**src/rtl/hdp_spi_pkg.sv**
```systemverilog
// Shared types and helpers for the hdp_spi_loader SPI master.
// Contents: the loader FSM state enum, the default parameter values, and a
// helper that sizes counters from their largest value.
package hdp_spi_pkg;

    // Loader FSM states
    typedef enum logic [2:0] {
        IDLE,
        SETUP,
        SHIFT,
        DONE,
        HOLD,
        GAP
    } state_t;

    // Default configuration
    localparam int unsigned FRAME_W_DEF = 32;
    localparam int unsigned CLK_DIV_DEF = 4;
    localparam int unsigned GAP_MIN_DEF = 2;

    // Bits needed to hold values 0..max_val (never less than one bit)
    function automatic int unsigned cnt_w(input int unsigned max_val);
        return (max_val < 2) ? 1 : $clog2(max_val + 1);
    endfunction

endpackage

```
**src/rtl/hdp_spi_clkgen.sv**
```systemverilog
// SCK divider for hdp_spi_loader.
// While en is high, io_sck toggles every CLK_DIV clk cycles, starting low.
// Dropping en returns the divider to phase zero with the clock parked low.
//   clk, rst      : system clock, asynchronous active-high reset
//   en            : run the divider; low clears the phase and parks sck low
//   park          : suppress the next rising edge (sck stays low)
//   sck           : registered SPI clock level
//   sck_rise_c    : strobe, sck goes high at the end of this cycle
//   sck_fall_c    : strobe, sck goes low at the end of this cycle
module hdp_spi_clkgen
    import hdp_spi_pkg::*;
#(
    parameter int unsigned CLK_DIV = CLK_DIV_DEF
) (
    input  logic clk,
    input  logic rst,
    input  logic en,
    input  logic park,
    output logic sck,
    output logic sck_rise_c,
    output logic sck_fall_c
);

    localparam int unsigned    DIV_W    = cnt_w(CLK_DIV - 1);
    localparam logic [DIV_W-1:0] DIV_LAST = DIV_W'(CLK_DIV - 1);

    logic [DIV_W-1:0] div_cnt;
    logic             half_done_c;

    // Half-period boundary: the level flips at the end of this cycle
    assign half_done_c = en && (div_cnt == DIV_LAST);
    assign sck_rise_c  = half_done_c && !sck;
    assign sck_fall_c  = half_done_c && sck;

    // Phase counter and sck level
    always_ff @(posedge clk or posedge rst) begin
        if (rst) begin
            div_cnt <= '0;
            sck     <= 1'b0;
        end else if (!en) begin
            div_cnt <= '0;
            sck     <= 1'b0;
        end else if (half_done_c) begin
            div_cnt <= '0;
            sck     <= park ? 1'b0 : !sck;
        end else begin
            div_cnt <= div_cnt + DIV_W'(1);
        end
    end

endmodule

```
**src/rtl/hdp_spi_loader.sv**
```systemverilog
// SPI mode-0 master feeding the rv151 serial debug/boot port.
// Frames arrive on a valid/ready interface, are shifted out on io_sdi while
// io_sdo is captured full-duplex, and the captured word is returned on
// rx_data with a one-cycle rx_valid pulse. Frames without tx_last keep io_scs
// low so the next frame continues the same transaction.
// Build option: define HDP_SPI_LOADER_LSB_FIRST_EN to shift and assemble
// frames LSB first (timing unchanged); MSB first otherwise.
//   clk, rst                    : system clock, asynchronous active-high reset
//   tx_valid/tx_ready           : frame handshake (tx_ready gated by abort)
//   tx_data, tx_last            : frame payload, end-of-transaction flag
//   abort                       : terminate the running transaction
//   rx_valid, rx_data           : captured frame, one-cycle valid pulse
//   busy                        : high outside IDLE
//   io_scs, io_sck, io_sdi      : chip select (active low), clock, MOSI
//   io_sdo                      : MISO from the SoC
module hdp_spi_loader
    import hdp_spi_pkg::*;
#(
    parameter int unsigned FRAME_W = FRAME_W_DEF,
    parameter int unsigned CLK_DIV = CLK_DIV_DEF,
    parameter int unsigned GAP_MIN = GAP_MIN_DEF
) (
    input  logic               clk,
    input  logic               rst,
    input  logic               tx_valid,
    output logic               tx_ready,
    input  logic [FRAME_W-1:0] tx_data,
    input  logic               tx_last,
    input  logic               abort,
    output logic               rx_valid,
    output logic [FRAME_W-1:0] rx_data,
    output logic               busy,
    output logic               io_scs,
    output logic               io_sck,
    output logic               io_sdi,
    input  logic               io_sdo
);

    localparam int unsigned      BIT_W    = cnt_w(FRAME_W);
    localparam int unsigned      GAP_W    = cnt_w(GAP_MIN - 1);
    localparam logic [BIT_W-1:0] BIT_LAST = BIT_W'(FRAME_W);
    localparam logic [GAP_W-1:0] GAP_LAST = GAP_W'(GAP_MIN - 1);

    state_t             state;
    state_t             state_nxt;
    logic               tx_ready_q;
    logic               last_q;
    logic [FRAME_W-1:0] tx_sh;
    logic [FRAME_W-1:0] rx_sh;
    logic [BIT_W-1:0]   bit_cnt;
    logic [GAP_W-1:0]   gap_cnt;

    logic               accept_c;
    logic               abort_act_c;
    logic               clk_en_c;
    logic               park_c;
    logic               sck_rise_c;
    logic               sck_fall_c;
    logic               first_bit_c;
    logic               next_bit_c;
    logic [FRAME_W-1:0] tx_shift_c;
    logic [FRAME_W-1:0] rx_shift_c;

    // Handshake; a same-cycle abort blocks the accept
    assign tx_ready    = tx_ready_q && !abort;
    assign accept_c    = tx_valid && tx_ready;
    assign abort_act_c = abort && ((state == SETUP) || (state == SHIFT) ||
                                   (state == DONE)  || (state == HOLD));

    // SETUP doubles as the first low half-period, so the divider runs through
    // both states; once all bits are in, the final rise is suppressed and its
    // strobe marks the end of the trailing low half.
    assign clk_en_c = ((state == SETUP) || (state == SHIFT)) && !abort;
    assign park_c   = (bit_cnt == BIT_LAST);

    // Bit ordering
`ifdef HDP_SPI_LOADER_LSB_FIRST_EN
    assign first_bit_c = tx_data[0];
    assign next_bit_c  = tx_sh[1];
    assign tx_shift_c  = tx_sh >> 1;
    assign rx_shift_c  = {io_sdo, rx_sh[FRAME_W-1:1]};
`else
    assign first_bit_c = tx_data[FRAME_W-1];
    assign next_bit_c  = tx_sh[FRAME_W-2];
    assign tx_shift_c  = tx_sh << 1;
    assign rx_shift_c  = {rx_sh[FRAME_W-2:0], io_sdo};
`endif

    hdp_spi_clkgen #(
        .CLK_DIV (CLK_DIV)
    ) u_clkgen (
        .clk        (clk),
        .rst        (rst),
        .en         (clk_en_c),
        .park       (park_c),
        .sck        (io_sck),
        .sck_rise_c (sck_rise_c),
        .sck_fall_c (sck_fall_c)
    );

    // Next-state logic
    always_comb begin
        state_nxt = state;
        case (state)
            IDLE: begin
                if (accept_c) state_nxt = SETUP;
            end
            SETUP: begin
                if (abort)           state_nxt = GAP;
                else if (sck_rise_c) state_nxt = SHIFT;
            end
            SHIFT: begin
                if (abort)                     state_nxt = GAP;
                else if (sck_rise_c && park_c) state_nxt = DONE;
            end
            DONE: begin
                if (abort || last_q) state_nxt = GAP;
                else                 state_nxt = HOLD;
            end
            HOLD: begin
                if (abort)         state_nxt = GAP;
                else if (accept_c) state_nxt = SHIFT;
            end
            GAP: begin
                if (gap_cnt == GAP_LAST) state_nxt = IDLE;
            end
            default: state_nxt = IDLE;
        endcase
    end

    // State, registered outputs and shift datapath
    always_ff @(posedge clk or posedge rst) begin
        if (rst) begin
            state      <= IDLE;
            tx_ready_q <= 1'b0;
            busy       <= 1'b0;
            io_scs     <= 1'b1;
            io_sdi     <= 1'b0;
            rx_valid   <= 1'b0;
            rx_data    <= '0;
            last_q     <= 1'b0;
            tx_sh      <= '0;
            rx_sh      <= '0;
            bit_cnt    <= '0;
            gap_cnt    <= '0;
        end else begin
            state      <= state_nxt;
            tx_ready_q <= (state_nxt == IDLE) || (state_nxt == HOLD);
            busy       <= (state_nxt != IDLE);
            io_scs     <= (state_nxt == IDLE) || (state_nxt == GAP);
            gap_cnt    <= (state == GAP) ? gap_cnt + GAP_W'(1) : '0;

            // Captured word is published only by a DONE that is not aborted
            rx_valid <= (state == DONE) && !abort;
            if ((state == DONE) && !abort) begin
                rx_data <= rx_sh;
            end

            // MOSI: first bit on accept, next bit on every falling edge
            if (accept_c) begin
                tx_sh   <= tx_data;
                last_q  <= tx_last;
                bit_cnt <= '0;
                io_sdi  <= first_bit_c;
            end else if (abort_act_c) begin
                io_sdi <= 1'b0;
            end else if (sck_fall_c) begin
                tx_sh  <= tx_shift_c;
                io_sdi <= next_bit_c;
            end

            // MISO sampled on the cycle io_sck rises
            if (sck_rise_c && !park_c) begin
                rx_sh   <= rx_shift_c;
                bit_cnt <= bit_cnt + BIT_W'(1);
            end
        end
    end

endmodule

```
**config.mk**
```make
export PLATFORM = sky130hd
export DESIGN_NAME = hdp_spi_loader
export DESIGN_NICKNAME = d
export VERILOG_FILES = /design/src/rtl/hdp_spi_pkg.sv /design/src/rtl/hdp_spi_clkgen.sv /design/src/rtl/hdp_spi_loader.sv
export SDC_FILE = /design/constraint.sdc
export NUM_CORES = 1
export LEC_CHECK = 0
export ABC_AREA = 1
export CAP_MARGIN = 25
export CORE_MARGIN = 1
export CORE_UTILIZATION = 30
export CTS_BUF_LIST = sky130_fd_sc_hd__clkbuf_8 sky130_fd_sc_hd__clkbuf_16
export DETAILED_ROUTE_END_ITERATION = 12
export PLACE_DENSITY = 0.58
export SLEW_MARGIN = 40
export SYNTH_ARGS = -nofsm -noshare
export SYNTH_HDL_FRONTEND = slang
export SYNTH_HIERARCHICAL = 1
export SYNTH_SLANG_ARGS = --single-unit
```
**constraint.sdc**
```tcl
create_clock -name clk -period 3.4 [get_ports clk]
set_input_delay 0.68 -clock clk [delete_from_list [all_inputs] [get_ports clk]]
set_output_delay 0.68 -clock clk [all_outputs]
set_load 0.03 [all_outputs]
```
==> impl_metrics.toml, run 1 <==
[cells_and_area]
multi_input_area_sq_um = 1740
drive_above_1_share = 0.140
diodes = 0
areaGrowthSynthToFinish_pct = 30.4
seq_area_sq_um = 2850
fin_nets = 629
final_cells = 815
nFillCells = 1522
post-route-util = 0.406

[floorplanning]
ioPinCount = 76
initial_core_util = 0.311
dieArea_sq_um = 17200
die_h_microns = 131
rows = 46
core-area_sq_um = 16100
die_w_microns = 131

[global_route]
grt_pass1_wl_microns = 16500
grt_max_degree = 70
antenna_found_initial = 0
first_global_vias = 3528
grt_usage = 0.127
grt-ovfl-total = 0

[timing]
min_period_over_period = 0.860
slew_headroom = 0.480
period_needed_ns = 2.92
fin_tns_setup_ns = 0
clock.fmax_mhz = 342
maxSlewViolCount = 0
tightest_slew_ns = 0.780
hold_violations = 0
rsz0062_at_grt = "no"
skew_ns = 0.00428
setup_violations = 0

[clocking]
cts_hold_buf = 0
cts_tree = "built"
insertion_delay_ns = 0.41
root_buffer = "clkbuf_16"
clk_pin_slew_worst_paths_ns = 0.05
htreeDepth = 4
cts_buffer_depth = 2
cts_buffers = 17
cts_resized = 0
clock_sink_count = 114
cts_setup_buffers = 0

[power_and_ir_drop]
p_sw_frac = 0.332
seqPwrFrac = 0.356
intPower_mw = 3.87
clockPowerShare = 0.332
netSwitchingPower_mw = 1.92
p_total_mw = 5.79
leakagePower_nw = 3.06
comb_power_share = 0.312
irDropWorstVdd_uv = 455
power_density_nw_per_um2 = 888

[yosys]
avgSynthCellArea_sq_um = 9.75
syn_area_sq_um = 5000
muxShareOfSynthArea = 0.0601
yosys.area_share.adder = 0.00751
yosys_warnings = 6
synth-xor-area-share = 0.00350
ys_ff_latch = 114
syn_inst = 513
seq_area_frac_synth = 0.571
yosys.area_share.simple = 0.145
synth_cell_types = 28
synth_top_family_by_area = "simple AND/OR/NAND/NOR gates"
synth_compound_area_frac = 0.131
syn_nets = 554

[critical_path]
cp_slowest_cell = "clkdlybuf4s50_1"
crit_path_start = "abort"
r2r_slack_ns = 1.05
cp_common_cell = "clkdlybuf4s50_1"
crit_type = "in -> out"
worstPathCellList = "clkdlybuf4s50_1, inv_2, nand2_1, inv_1, clkdlybuf4s50_1"
end_kind = "output port"
startpoint_type = "input pin"
crit_required_ns = 2.72
timing.rr.start = "state[0]"
r2r_end = "tx_sh[5]"
path_max_fanout = 7
crit_family = "buffers and inverters"
cp-endpoint = "tx_ready"
max_stage_delay_ns = 0.67
critPathArrivalTime_ns = 2.24
worst-path-stages = 5
worstRegToRegCells = 10
critPathBufInv = 4

[detailed_routing]
first_iter_violations = 181
route.vias.total = 3614
firstDrtPassIters = 5
drt_wl_total_microns = 9770
drc = 0
postRouteAntennaNets = 0
viasPerCell = 4.43
wl_per_cell_microns = 12.0

[status]
status = "finished, final reports clean"

[placed_design]
io_buffers = 75
globalplace.congestion = 0.757
dpl.cell_count = 785
hpwl_microns = 6570

[flow_run]
cap_viol_max_count = 0

[hold_path]
holdCritPathClass = "reg -> reg"
area by class of cell:
| cell class | count | area share |
|---|---|---|
| clock inverters | 11 | 0.0286 |
| flip-flops and latches | 114 | 0.438 |
| inverters | 57 | 0.0334 |
| well taps | 216 | 0.0414 |
| clock buffers | 19 | 0.0695 |
| multi-input cells | 316 | 0.266 |
| repair buffers | 82 | 0.123 |
worst min-delay path by stage:
stage / from / end / slack [ns] / depth (start not counted)
after CTS: u_clkgen/div_cnt[0] / u_clkgen/div_cnt[0] / 0.45 / 1
after global routing: u_clkgen/div_cnt[0] / u_clkgen/div_cnt[0] / 0.48 / 1
after detailed placement: u_clkgen/div_cnt[0] / u_clkgen/div_cnt[0] / 0.44 / 1
after floorplan: u_clkgen/div_cnt[0] / u_clkgen/div_cnt[0] / 0.41 / 1
after global placement: u_clkgen/div_cnt[0] / u_clkgen/div_cnt[0] / 0.42 / 1
final: u_clkgen/div_cnt[0] / u_clkgen/div_cnt[0] / 0.44 / 1
metal layers:
layer | up-vias | GRT usage | part of all wire
met4 | 0 | 0.0554 | 0.014
met5 | - | 0 | 0
li1 | 1815 | - | -
met2 | 87 | 0.201 | 0.46
met1 | 1698 | 0.151 | 0.47
met3 | 14 | 0.0519 | 0.064
per-stage QoR:
step,hold WS [ns],instance area (sq um),setup WS (ns)
after detailed placement,0.440,5880,0.434
after global placement,0.421,5880,0.523
final,0.443,6520,0.477
after floorplan,0.408,5000,1.38
after global routing,0.484,6520,0.451
after CTS,0.446,6520,0.499
registers in the layout, indices dropped and copies added (netlist names), 2 cells and up:
| signal | count |
|---|---|
| rx_sh | 32 |
| u_clkgen/div_cnt | 2 |
| bit_cnt | 6 |
| tx_sh | 31 |
| state | 3 |
| rx_data | 32 |
kinds of logic after synthesis:
| family | after synthesis |
|---|---|
| AND/OR/NAND/NOR | 173 |
| flip-flops | 114 |
| AO/OA/AOI/OAI | 108 |
| buffers and inverters | 83 |
| multiplexers | 30 |
| adder cells (fa/ha/maj) | 3 |
| XOR/XNOR | 2 |
Yosys cell counts:
library cell,n,share of area
ha_1,3,0.0075
nand2_1,131,0.098
clkbuf_1,9,0.0068
nand4_1,4,0.0050
inv_2,5,0.0038
o21ai_1,28,0.028
buf_4,4,0.0060
nand2_4,1,0.0023
dfrtp_1,113,0.57
a21oi_1,3,0.0030
nand3_1,11,0.011
o21ai_0,46,0.046
nand3_2,2,0.0040
nor2_2,4,0.0050
or2_2,1,0.0013
nor2_1,16,0.012
buf_2,2,0.0020
nor3_1,1,0.0010
xor2_1,1,0.0018
o21ai_2,30,0.053
buf_6,11,0.025
dfstp_2,1,0.0053
xnor2_1,1,0.0018
a22oi_1,1,0.0015
nand2_2,1,0.0013
inv_1,52,0.039
mux2i_1,30,0.060
nand3_4,1,0.0035
power by group through the flow:
stage	clock (mW)	combinational [mW]	sequential, mW
detailed placement	0	1.82	2.08
finish	1.92	1.80	2.06
global placement	0	1.78	2.07
CTS	1.96	1.83	2.06
floorplan	0	0.882	2.40
global route	2.03	1.98	2.12
layout by cell type (no fill, tap or decap):
| cell | n |
|---|---|
| clkdlybuf4s50_1 | 75 |
| dfstp_2 | 1 |
| bufinv_16 | 5 |
| dfrtp_1 | 113 |
| nand2_2 | 2 |
| nand2_1 | 130 |
| nor2_2 | 4 |
| ha_1 | 3 |
| clkbuf_16 | 17 |
| or2_2 | 1 |
| o21ai_0 | 46 |
| nand4_1 | 4 |
| xor2_1 | 1 |
| nand2_4 | 1 |
| clkinv_2 | 2 |
| mux2i_1 | 30 |
| clkinvlp_4 | 4 |
| nand3_2 | 2 |
| nor2_1 | 16 |
| buf_4 | 7 |
| nand3_1 | 11 |
| nor3_1 | 1 |
| a22oi_1 | 1 |
| o21ai_2 | 30 |
| o21ai_1 | 28 |
| a21oi_1 | 3 |
| clkbuf_8 | 2 |
| inv_1 | 52 |
| inv_2 | 5 |
| nand3_4 | 1 |
| xnor2_1 | 1 |
Power figures use the tool's default switching activity.
==> inputs of run 2 (changes only) <==
- clock period: 3.4 -> 2.5 ns (I/O delays scaled with it)
==> run 2 against run 1 <==
Non-clock buffer count rose by 4. Count of clock-buffer cells in the layout fell by 1. Largest cell class unchanged. Largest power group unchanged. Register-to-register slack lost 0.55 ns. Clock skew rose by 0.0067 ns. Power grew 30%. Clock power grew 17%. Setup slack got worse by 0.074 ns.
==> impl_metrics.toml, run 2 (synthesis results as in run 1) <==
[status]
status = "finished, final reports clean"

[global_route]
use_met2 = 0.197
first_global_vias = 3579
antenna_found_initial = 0
use_met1 = 0.163
grtUsageMet3 = 0.0422
grt.busiest_layer = "met2"
grt_max_degree = 63
grt_usage = 0.126
grt-ovfl-total = 0
grt_pass1_wl_microns = 16800

[timing]
fin_tns_setup_ns = 0
hold_violations = 0
slew_headroom = 0.665
setup_violations = 0
maxSlewViolCount = 0
period_needed_ns = 2.10
rsz0062_at_grt = "no"
clock.fmax_mhz = 477
skew_ns = 0.0110
min_period_over_period = 0.839
tightest_slew_ns = 0.502
holdWs_ns = 0.351
setup_slack_ns = 0.403

[floorplanning]
rows = 46
die_w_microns = 131
ioPinCount = 76
initial_core_util = 0.311
dieArea_sq_um = 17200
die_h_microns = 131
core-area_sq_um = 16100

[cells_and_area]
diodes = 0
stdcell_area_sq_um = 6530
final_common_cell = "nand2_1"
fin_nets = 633
top_regs = "rx_data: 32 flops, rx_sh: 32 flops, tx_sh: 31 flops"
drive_above_1_share = 0.152
final_cell_mix = "nand2_1 (130), dfrtp_1 (113), clkdlybuf4s50_1 (74)"
areaGrowthSynthToFinish_pct = 30.6

[clocking]
clk_pin_slew_worst_paths_ns = 0.06
insertion_delay_ns = 0.41
cts_hold_buf = 0
htreeDepth = 4
cts_tree = "built"
cts_setup_buffers = 0
root_buffer = "clkbuf_16"
clock_sink_count = 114
cts_resized = 0
cts_buffers = 17
cts_buffer_depth = 2

[critical_path]
cp_slowest_cell = "clkdlybuf4s50_1"
crit_type = "reg -> out"
max_stage_delay_ns = 0.67
critPathBufInv = 1
path_max_fanout = 1
startpoint_type = "register"
critPathArrivalTime_ns = 1.60
crit_family = "buffers and inverters"
crit_required_ns = 2.00
end_kind = "output port"
worstPathCellList = "clkdlybuf4s50_1"

[detailed_routing]
wl_per_cell_microns = 11.7
firstDrtPassIters = 5
first_iter_violations = 162
postRouteAntennaNets = 0
drt_wl_total_microns = 9610
route.vias.total = 3582
viasPerCell = 4.36
drc = 0

[placed_design]
hpwl_microns = 6590
globalplace.congestion = 0.779
preCtsSetupSlack_ns = 0.358
post_dp_cell_area_sq_um = 5970
io_buffers = 75

[hold_path]
holdCritPathClass = "in -> async"

[power_and_ir_drop]
irDropWorstVdd_uv = 604
leakagePower_nw = 3.07
power_density_nw_per_um2 = 1150

[flow_run]
cap_viol_max_count = 0
run 2: cell types whose count changed in the layout (fill, tap and decap cells not counted), sizes merged:
| cell | previous run | this run |
|---|---|---|
| clkbuf | 19 | 18 |
| buf | 7 | 12 |
| bufinv | 5 | 0 |
| clkinv | 2 | 3 |
| clkdlybuf4s50 | 75 | 74 |
| inv | 57 | 64 |
run 2: area by class of cell:
cell class	count	area, sq um
inverter	57	218
fill	1552	9530
timing repair buffer	86	893
multi-input combinational	316	1740
clock inverter	14	118
tap	216	270
clock buffer	18	439
sequential	114	2850
run 2: final timing paths:
kind	end	slack, ns	cells past startpoint	start
setup / recovery	io_scs	0.40	1	io_scs
hold reg to reg	u_clkgen/div_cnt[0]	0.44	1	u_clkgen/div_cnt[0]
setup reg to reg	rx_sh[9]	0.50	9	state[0]
hold / removal	u_clkgen/sck	0.35	2	rst
min in group clk	u_clkgen/div_cnt[0]	0.44	1	u_clkgen/div_cnt[0]
max in group asynchronous	io_scs	1.39	3	rst
run 2: metrics by stage:
stage               power [mW]   util  cells
floorplan                 4.47      -    513
global route              8.03  0.407    821
CTS                       7.65  0.407    821
finish                    7.53  0.407    821
global placement          5.28  0.372    789
detailed placement        5.34  0.372    789
run 2: metal layers:
layer	share of wire	up-vias
met2	0.45	88
met1	0.48	1662
li1	-	1822
met4	0.0094	0
met5	0	-
met3	0.056	10
run 2: report_power, final:
| group | internal [mW] | switching (mW) | total, mW |
|---|---|---|---|
| clock | 1.32 | 0.933 | 2.25 |
| sequential | 2.43 | 0.370 | 2.80 |
| combinational | 1.06 | 1.42 | 2.47 |
| total | 4.81 | 2.72 | 7.53 |
